<file path="src/rtl/mips_mem_ctrl.sv">
// mips_mem_ctrl: bridges a core load/store request port to a word-wide
// data memory with a fixed access latency.
//   - Loads: one read phase, then the addressed byte or half is extracted
//     and sign- or zero-extended.
//   - Word stores: one write phase.
//   - Byte and half stores: read-modify-write. The word is read, the
//     addressed lane is replaced, and the merged word is written back.
//   - Misaligned accesses and the reserved size are rejected without any
//     memory access.
// Ports:
//   clk, rst_n                      clock, async active-low reset
//   req_valid/req_ready             request handshake (ready only in IDLE)
//   req_write, req_size, req_signed request attributes
//   req_addr, req_wdata             request address and right-justified store data
//   rsp_valid, rsp_rdata, rsp_err   one-cycle completion pulse with result
//   mem_address, write_data         word address and write word to memory
//   sig_mem_read, sig_mem_write     memory strobes, each held MEM_LAT cycles
//   read_data                       word returned by memory
// Parameter:
//   MEM_LAT  cycles each strobe is held (1..15)
module mips_mem_ctrl #(
    parameter int unsigned MEM_LAT = 1
) (
    input  logic        clk,
    input  logic        rst_n,
    input  logic        req_valid,
    output logic        req_ready,
    input  logic        req_write,
    input  logic [1:0]  req_size,
    input  logic        req_signed,
    input  logic [31:0] req_addr,
    input  logic [31:0] req_wdata,
    output logic        rsp_valid,
    output logic [31:0] rsp_rdata,
    output logic        rsp_err,
    output logic [31:0] mem_address,
    output logic [31:0] write_data,
    output logic        sig_mem_read,
    output logic        sig_mem_write,
    input  logic [31:0] read_data
);

    typedef enum logic [2:0] {IDLE, RD, RMW_RD, RMW_WR, WR, RSP} state_t;

    localparam logic [1:0] SZ_BYTE = 2'b00;
    localparam logic [1:0] SZ_HALF = 2'b01;
    localparam logic [1:0] SZ_WORD = 2'b10;
    localparam logic [3:0] LAST    = 4'(MEM_LAT - 1);

    state_t      r_state, w_next;
    logic [3:0]  r_cnt;
    logic [1:0]  r_size;
    logic        r_signed;
    logic [31:0] r_addr;
    logic [31:0] r_wdata;   // store data; replaced by the merged word in RMW
    logic [31:0] r_rdata;
    logic        r_err;

    logic        w_acc;
    logic        w_err_in;
    logic        w_last;
    logic [31:0] w_word_addr;

    // Big-endian lane order: offset 0 is the most significant byte.
    function automatic logic [31:0] f_load(input logic [31:0] w, input logic [1:0] sz,
                                           input logic [1:0] off, input logic sgn);
        logic [7:0]  b;
        logic [15:0] h;
        logic [31:0] res;
        case (off)
            2'd0:    b = w[31:24];
            2'd1:    b = w[23:16];
            2'd2:    b = w[15:8];
            default: b = w[7:0];
        endcase
        h = off[1] ? w[15:0] : w[31:16];
        case (sz)
            SZ_BYTE: res = {{24{sgn & b[7]}}, b};
            SZ_HALF: res = {{16{sgn & h[15]}}, h};
            default: res = w;
        endcase
        return res;
    endfunction

    function automatic logic [31:0] f_merge(input logic [31:0] w, input logic [31:0] wd,
                                            input logic [1:0] sz, input logic [1:0] off);
        logic [31:0] res;
        if (sz == SZ_BYTE) begin
            case (off)
                2'd0:    res = {wd[7:0], w[23:0]};
                2'd1:    res = {w[31:24], wd[7:0], w[15:0]};
                2'd2:    res = {w[31:16], wd[7:0], w[7:0]};
                default: res = {w[31:8], wd[7:0]};
            endcase
        end else if (sz == SZ_HALF) begin
            res = off[1] ? {w[31:16], wd[15:0]} : {wd[15:0], w[15:0]};
        end else begin
            res = wd;
        end
        return res;
    endfunction

    assign w_acc       = req_valid && (r_state == IDLE);
    assign w_err_in    = (req_size == 2'b11) ||
                         ((req_size == SZ_HALF) && req_addr[0]) ||
                         ((req_size == SZ_WORD) && (req_addr[1:0] != 2'b00));
    assign w_last      = (r_cnt == LAST);
    assign w_word_addr = {r_addr[31:2], 2'b00};

    // State register
    always_ff @(posedge clk or negedge rst_n) begin
        if (!rst_n) r_state <= IDLE;
        else        r_state <= w_next;
    end

    // Next state and outputs. Every output is decoded from registered state,
    // so an asynchronous reset clears all outputs immediately.
    always_comb begin
        w_next        = r_state;
        req_ready     = 1'b0;
        rsp_valid     = 1'b0;
        rsp_rdata     = 32'h0;
        rsp_err       = 1'b0;
        mem_address   = 32'h0;
        write_data    = 32'h0;
        sig_mem_read  = 1'b0;
        sig_mem_write = 1'b0;
        case (r_state)
            IDLE: begin
                req_ready = 1'b1;
                if (req_valid) begin
                    if (w_err_in)               w_next = RSP;
                    else if (!req_write)        w_next = RD;
                    else if (req_size == SZ_WORD) w_next = WR;
                    else                        w_next = RMW_RD;
                end
            end
            RD: begin
                sig_mem_read = 1'b1;
                mem_address  = w_word_addr;
                if (w_last) w_next = RSP;
            end
            RMW_RD: begin
                sig_mem_read = 1'b1;
                mem_address  = w_word_addr;
                if (w_last) w_next = RMW_WR;
            end
            RMW_WR: begin
                sig_mem_write = 1'b1;
                mem_address   = w_word_addr;
                write_data    = r_wdata;
                if (w_last) w_next = RSP;
            end
            WR: begin
                sig_mem_write = 1'b1;
                mem_address   = w_word_addr;
                write_data    = r_wdata;
                if (w_last) w_next = RSP;
            end
            RSP: begin
                rsp_valid = 1'b1;
                rsp_rdata = r_rdata;
                rsp_err   = r_err;
                w_next    = IDLE;
            end
            default: w_next = IDLE;
        endcase
    end

    // Request capture, strobe counter and data path registers
    always_ff @(posedge clk or negedge rst_n) begin
        if (!rst_n) begin
            r_cnt    <= 4'd0;
            r_size   <= 2'b00;
            r_signed <= 1'b0;
            r_addr   <= 32'h0;
            r_wdata  <= 32'h0;
            r_rdata  <= 32'h0;
            r_err    <= 1'b0;
        end else begin
            case (r_state)
                IDLE: begin
                    if (w_acc) begin
                        r_cnt    <= 4'd0;
                        r_size   <= req_size;
                        r_signed <= req_signed;
                        r_addr   <= req_addr;
                        r_wdata  <= req_wdata;
                        r_rdata  <= 32'h0;  // stays 0 for stores and errors
                        r_err    <= w_err_in;
                    end
                end
                RD, RMW_RD, RMW_WR, WR: begin
                    r_cnt <= w_last ? 4'd0 : r_cnt + 4'd1;
                    if (w_last && (r_state == RD))
                        r_rdata <= f_load(read_data, r_size, r_addr[1:0], r_signed);
                    // Merge on the last read cycle so the write phase drives a
                    // stable word for its whole strobe.
                    if (w_last && (r_state == RMW_RD))
                        r_wdata <= f_merge(read_data, r_wdata, r_size, r_addr[1:0]);
                end
                default: ;
            endcase
        end
    end

endmodule

</file>
<file path="config.mk">
export PLATFORM = sky130hd
export DESIGN_NAME = mips_mem_ctrl
export DESIGN_NICKNAME = d
export VERILOG_FILES = /design/src/rtl/mips_mem_ctrl.sv
export SDC_FILE = /design/constraint.sdc
export NUM_CORES = 1
export LEC_CHECK = 0
export ABC_CLOCK_PERIOD_IN_PS = 3900
export CAP_MARGIN = 25
export CORE_MARGIN = 2
export CORE_UTILIZATION = 39
export DETAILED_ROUTE_END_ITERATION = 10
export GPL_TIMING_DRIVEN = 1
export PLACE_DENSITY = 0.68
export SYNTH_ARGS = -nofsm -noshare
export SYNTH_HDL_FRONTEND = slang
export SYNTH_SLANG_ARGS = --single-unit
</file>
<file path="constraint.sdc">
create_clock -name clk -period 3.9 [get_ports clk]
set_input_delay 0.78 -clock clk [delete_from_list [all_inputs] [get_ports clk]]
set_output_delay 0.78 -clock clk [all_outputs]
set_load 0.005 [all_outputs]
</file>
# --- Word-level counts from Yosys, hierarchy flattened ---
# Index checks and enable logic that the tools add are counted.
word_totals:
  ff_bits: 107
  latchBits: 0
  mem_bits_rw: 0
  mem_bits_ro: 0
  input_bits: 103
  out_inout_bits: 101
  mem_count: 0
op_classes:
  n_addsub: 1
  mul: 0
  div: 0
  n_lt_le_gt_ge: 0
  eq_ne: 20
  n_shift: 0
  n_mux: 33
  bitwise: 2
  reduce_logical: 24
op_table:
  columns: ["cell", "count"]
  rows:
  - ["$mux W32", 10]
  - ["$pmux W32 S2", 3]
  - ["$pmux W32 S3", 1]
  - ["$pmux W8 S3", 1]
  - ["$mux W3", 6]
  - ["$mux W16", 1]
  - ["$mux W8", 2]
  - ["$pmux W3 S3", 1]
  - ["$mux W4", 2]
  - ["$pmux W4 S2", 1]
  - ["$eq A2 B1 Y1 const B", 3]
  - ["$eq A2 B2 Y1 const B", 3]
  - ["$eq A3 B2 Y1 const B", 2]
  - ["$eq A3 B3 Y1 const B", 2]
  - ["$ne A2 B1 Y1 const B", 3]
  - ["$ne A2 B2 Y1 const B", 3]
  - ["$reduce_and A3 Y1", 2]
  - ["$reduce_and A6 Y1", 1]
  - ["$logic_and A1 B1 Y1", 5]
  - ["$mux W1", 5]
  - ["$ne A5 B2 Y1 const B", 1]
  - ["$reduce_and A5 Y1", 1]
  - ["$add A4 B1 Y4 const B", 1]
  - ["$logic_not A2 Y1", 2]
  - ["13 further kinds", 18]

# --- Depth between registers and ports, before layout ---
logic_depth:
  depth_word: 8
  depth_mapped: 10
  mapped_depth_nobuf: 6

# --- Worst setup path before layout ---
# No wires, ideal clock.
synth_timing:
  kind: "register to register"
  from: "register r_addr[1]"
  to: "register r_wdata[23]"
  setup_time_ns: 0.127
  t_arrival_ns: 2.592
  slack_ns: 1.181
  stages_incl_launch_ff: 10
  n_path_buf: 3
  period_less_slack_ns: 2.719
  cell_sequence: "dfrtp_1 > clkbuf_1 > inv_1 > clkbuf_1 > ha_1 > or3_1 > clkbuf_1 > a22o_1 > a221o_1 > mux2_1"
synth_between:
  elab_chain_len: 5
  elab_cells_between_ends: 9
  cone_classes: "2 x eq/ne; 6 x mux; 1 x reduce/logical"
synth_lines:
  columns: ["item", "line", "text"]
  rows:
  - ["start, declared", "54", "logic [31:0] r_addr;"]
  - ["start signal, assigned", "187", "r_addr <= req_addr;"]
  - ["$eq A2 B2 Y1, or another cell as far along", "89", "case (off)"]
  - ["$pmux W32 S3 or $mux W32 (tied branches)", "89, 95", null]
  - ["$mux W32 (*)", "88", "if (sz == SZ_BYTE) begin"]
  - ["$mux W32 (*)", "199", "if (w_last && (r_state == RMW_RD))"]
  - ["$pmux W32 S2 (*)", "181", "case (r_state)"]
  - ["end signal, assigned", "188", "r_wdata <= req_wdata;"]
  - ["end signal, assigned", "200", "r_wdata <= f_merge(read_data, r_wdata, r_size, r_addr[1:0]);"]
  - ["end, declared", "55", "logic [31:0] r_wdata;"]
# Every way passes the cells marked *; elsewhere a longest branch is shown, timed or not. The select of a mux whose other input is x is not followed.
# A chain may end at the register's enable or synchronous reset.

# --- Final worst setup path ---
layout_timing:
  from: "register r_state[2]"
  to: "output port write_data[8]"
layout_between:
  elab_chain_len: 3
  elab_cells_between_ends: 4
  cone_classes: "2 x eq/ne; 1 x mux; 1 x reduce/logical"
layout_lines:
  columns: ["item", "line", "text"]
  rows:
  - ["start, declared", "50", "state_t r_state, w_next;"]
  - ["start signal, assigned", "113", "else r_state <= w_next;"]
  - ["$eq A3 B3 Y1 or $eq A3 B2 Y1 (tied branches)", "128", "case (r_state)"]
  - ["$reduce_or A2 Y1 (no line) (*)", null, null]
  - ["$mux W32 (*)", "128", null]
  - ["end, declared", "37", "output logic [31:0] write_data,"]
# Every way passes the cells marked *; elsewhere a longest branch is shown, timed or not.

==> impl_metrics.ini <==
[status]
status = finished clean

[critical_path]
regToRegEndpoint = r_rdata[26]
cp_max_fo = 33
critical_path_class = reg -> out
cp_data_required_time_ps = 3120
rr_startpoint = r_addr[1]
critical_path_buf_inv_count = 3
crit_path_end_kind = output pin
slowest_delay_ps = 600
worstPathCellList = inv_1 -> or3_1 -> o21ai_1 -> buf_4 -> and2_1 -> clkdlybuf4s50_1
cp_slowest_cell = dfrtp_1
crit_end = write_data[8]
crit_family = buffers and inverters
worst_ep_arrival_time_ps = 2520
critPathLaunchType = flop
crit_cells = 6
setup.worst_path.start = r_state[2]
r2r_slack_ps = 840
r2r_cells = 7

[synthesis]
synth_compound_area_share_pct = 24.7
synth-seq-cells = 107
postSynthCellCount = 752
synth_xor_xnor_area_share_pct = 0.130
netlist.top_cell.by_area = dfrtp_1
synth_area_sq_um = 6730
synth_top_area_share_pct = 39.8
yosysUniqueCellTypes = 56
ys.flop_type = dfrtp_1
synthTopCellsByArea = dfrtp_1, and2_1, nand2_1
synth_edf_count = 0
synth_top_family_by_area = compound AO/OA/AOI/OAI gates
synthMostInstantiatedCell = nand2_1
syn_area_per_cell_sq_um = 8.95
async_reset_ff_share_pct = 100
synth_warnings = 0
synth_common_cells = nand2_1, dfrtp_1, and2_1
ys_seq_area_share_pct = 39.8
synth_fa_ha_area_share_pct = 1.12
yosys-mux-area-fraction_pct = 7.34
yosys.area_share.simple_pct = 21.2

[placed_design]
placedCellCount = 1124
placed_cell_area_sq_um = 8860
hpwl_mm = 16.0
io_buffer_count = 201
gp_congestion = 0.936

[cts]
cts_tree = built
htreeDepth = 3
clk_latency_ps = 360
path_clk_slew_ps = 80
cts.path.max_buffers = 2
numCtsBuffers = 9
cts.sinks = 107
root_buffer = clkbuf_16
cts_resized = 0
post_cts_buffers = 0
ctsHoldBuffers = 0

[final_layout]
nNetsFinal = 1020
final_cell_area_sq_um = 9170
multi_input_area_sq_um = 3680
drive_above_1_share_pct = 8.84
areaGrowthSynthToFinish_pct = 36.2
final_cells = 1141
fillerInstances = 1603
n_antenna_cell = 0
seqCellArea_sq_um = 2680
fin_util_pct = 53.8

[global_routing]
grt_first_pass_wirelength_mm = 34.8
grt_pass1_vias = 6186
antenna_found_initial = 0
grt_max_degree = 45
overflow = 0
grtUsageTotal_pct = 24.3

[floorplan]
die_area_sq_um = 18300
initial_core_util_pct = 39.5
die_w_um = 135
coreArea_sq_um = 17100
ios = 204
core.rowCount = 48
fp.dieH_um = 135

[drt]
vias = 6431
firstDrtPassIters = 5
drcViolationCount = 0
wl_mm = 22.2
viasPerCell = 5.64
drt_iter0_markers = 630
route.detailed.wl_per_inst_um = 19.5
antenna_left = 0

[power_and_ir_drop]
p_seq_share_pct = 26.1
internal_power_w = 0.00424
p_sw_share_pct = 42.8
power.density_cell_area_nw_per_um2 = 809
p_sw_w = 0.00317
leakage_nw = 3.82
combPwrFrac_pct = 61.0
clkPwrFrac_pct = 12.9
irDropWorstVdd_mv = 0.424

[min_path]
hp-class = in -> async

[timing]
finClkSkew_ps = 8.48
timing.fmax_ghz = 0.303
fin_tns_setup_ps = 0
finalCritPeriodShare_pct = 84.7
setup-violations-final = 0
maxSlewHeadroom_pct = 46.3
worst-slew-pin-transition_ps = 806
hold_viol = 0
min_period_ps = 3300
rsz0062_at_grt = false
slew_viol_final = 0

[flow_run]
maxCapViolCount = 0
==> cell type report <==
cell class / count / share of cell area, %
clock buffer: 10 / 2.61
clock inverter: 6 / 0.696
inverter: 16 / 0.668
multi-input combinational: 558 / 40.2
sequential: 107 / 29.2
tap: 225 / 3.07
timing repair buffer: 219 / 23.6
==> through the flow <==
stage,total power [W],worst slack [ps],hold WS [ps]
after global routing,0.00796,401,402
after detailed placement,0.00644,968,453
after global placement,0.00634,1040,449
final,0.00742,598,366
after floorplan,0.00485,1180,437
after CTS,0.00742,587,377
==> flip-flops by register name, indices dropped and copies added (netlist names) <==
register / cells
r_addr: 32
r_rdata: 32
r_wdata: 32
r_cnt: 4
r_state: 3
r_size: 2
r_err: 1
r_signed: 1
==> placed cells by master, fill, tap and decap left out, types with 3 or more instances in the layout <==
| cell | instances |
|---|---|
| a221oi_1 | 21 |
| a211oi_1 | 22 |
| ha_1 | 6 |
| o22ai_1 | 6 |
| o21ai_0 | 48 |
| clkdlybuf4s50_1 | 200 |
| or3_1 | 6 |
| clkinv_2 | 3 |
| a21oi_1 | 29 |
| o31ai_1 | 24 |
| a31oi_1 | 10 |
| mux2_1 | 9 |
| o211ai_1 | 9 |
| mux2i_1 | 4 |
| nor3b_1 | 4 |
| o21ai_2 | 3 |
| a22o_1 | 15 |
| nor4_1 | 3 |
| inv_1 | 15 |
| and3_1 | 30 |
| mux2_2 | 30 |
| buf_4 | 18 |
| nor2b_1 | 16 |
| nand2_1 | 112 |
| a2111oi_0 | 5 |
| nor2_1 | 6 |
| o2bb2ai_1 | 26 |
| nor3_1 | 5 |
| clkbuf_16 | 9 |
| nand2b_1 | 3 |
| nand3_1 | 3 |
| and2_1 | 75 |
| dfrtp_1 | 107 |
==> layer usage <==
layer | share of wire [%] | track usage (%)
met1 | 44 | 33.4
met2 | 45 | 36.5
met3 | 7.8 | 6.25
met4 | 2.8 | 10.1
met5 | 0 | 0
==> how the worst min path moves through the flow <==
stage / from / endpoint
after floorplan: r_addr[10] / r_addr[10]
after global placement: r_addr[16] / r_addr[16]
after detailed placement: r_addr[22] / r_addr[22]
after CTS: rst_n / r_addr[18]
after global routing: rst_n / r_addr[16]
final: rst_n / r_addr[16]
==> power by group through the flow <==
stage               clock network, W  registers [W]  logic, W
finish                      0.000957        0.00194   0.00452
global route                 0.00102        0.00200   0.00494
CTS                         0.000970        0.00193   0.00451
detailed placement                 0        0.00195   0.00449
global placement                   0        0.00195   0.00439
floorplan                          0        0.00180   0.00306
==> logic make-up after synthesis <==
logic type | count (synthesis)
muxes | 44
xor gates and xnor gates | 1
DFF | 107
adders and majority gates | 6
other | 1
and+or+nand+nor | 272
buffers and inverters | 88
AOI/OAI and AO/OA | 233
(Power assumes the default switching activity.)
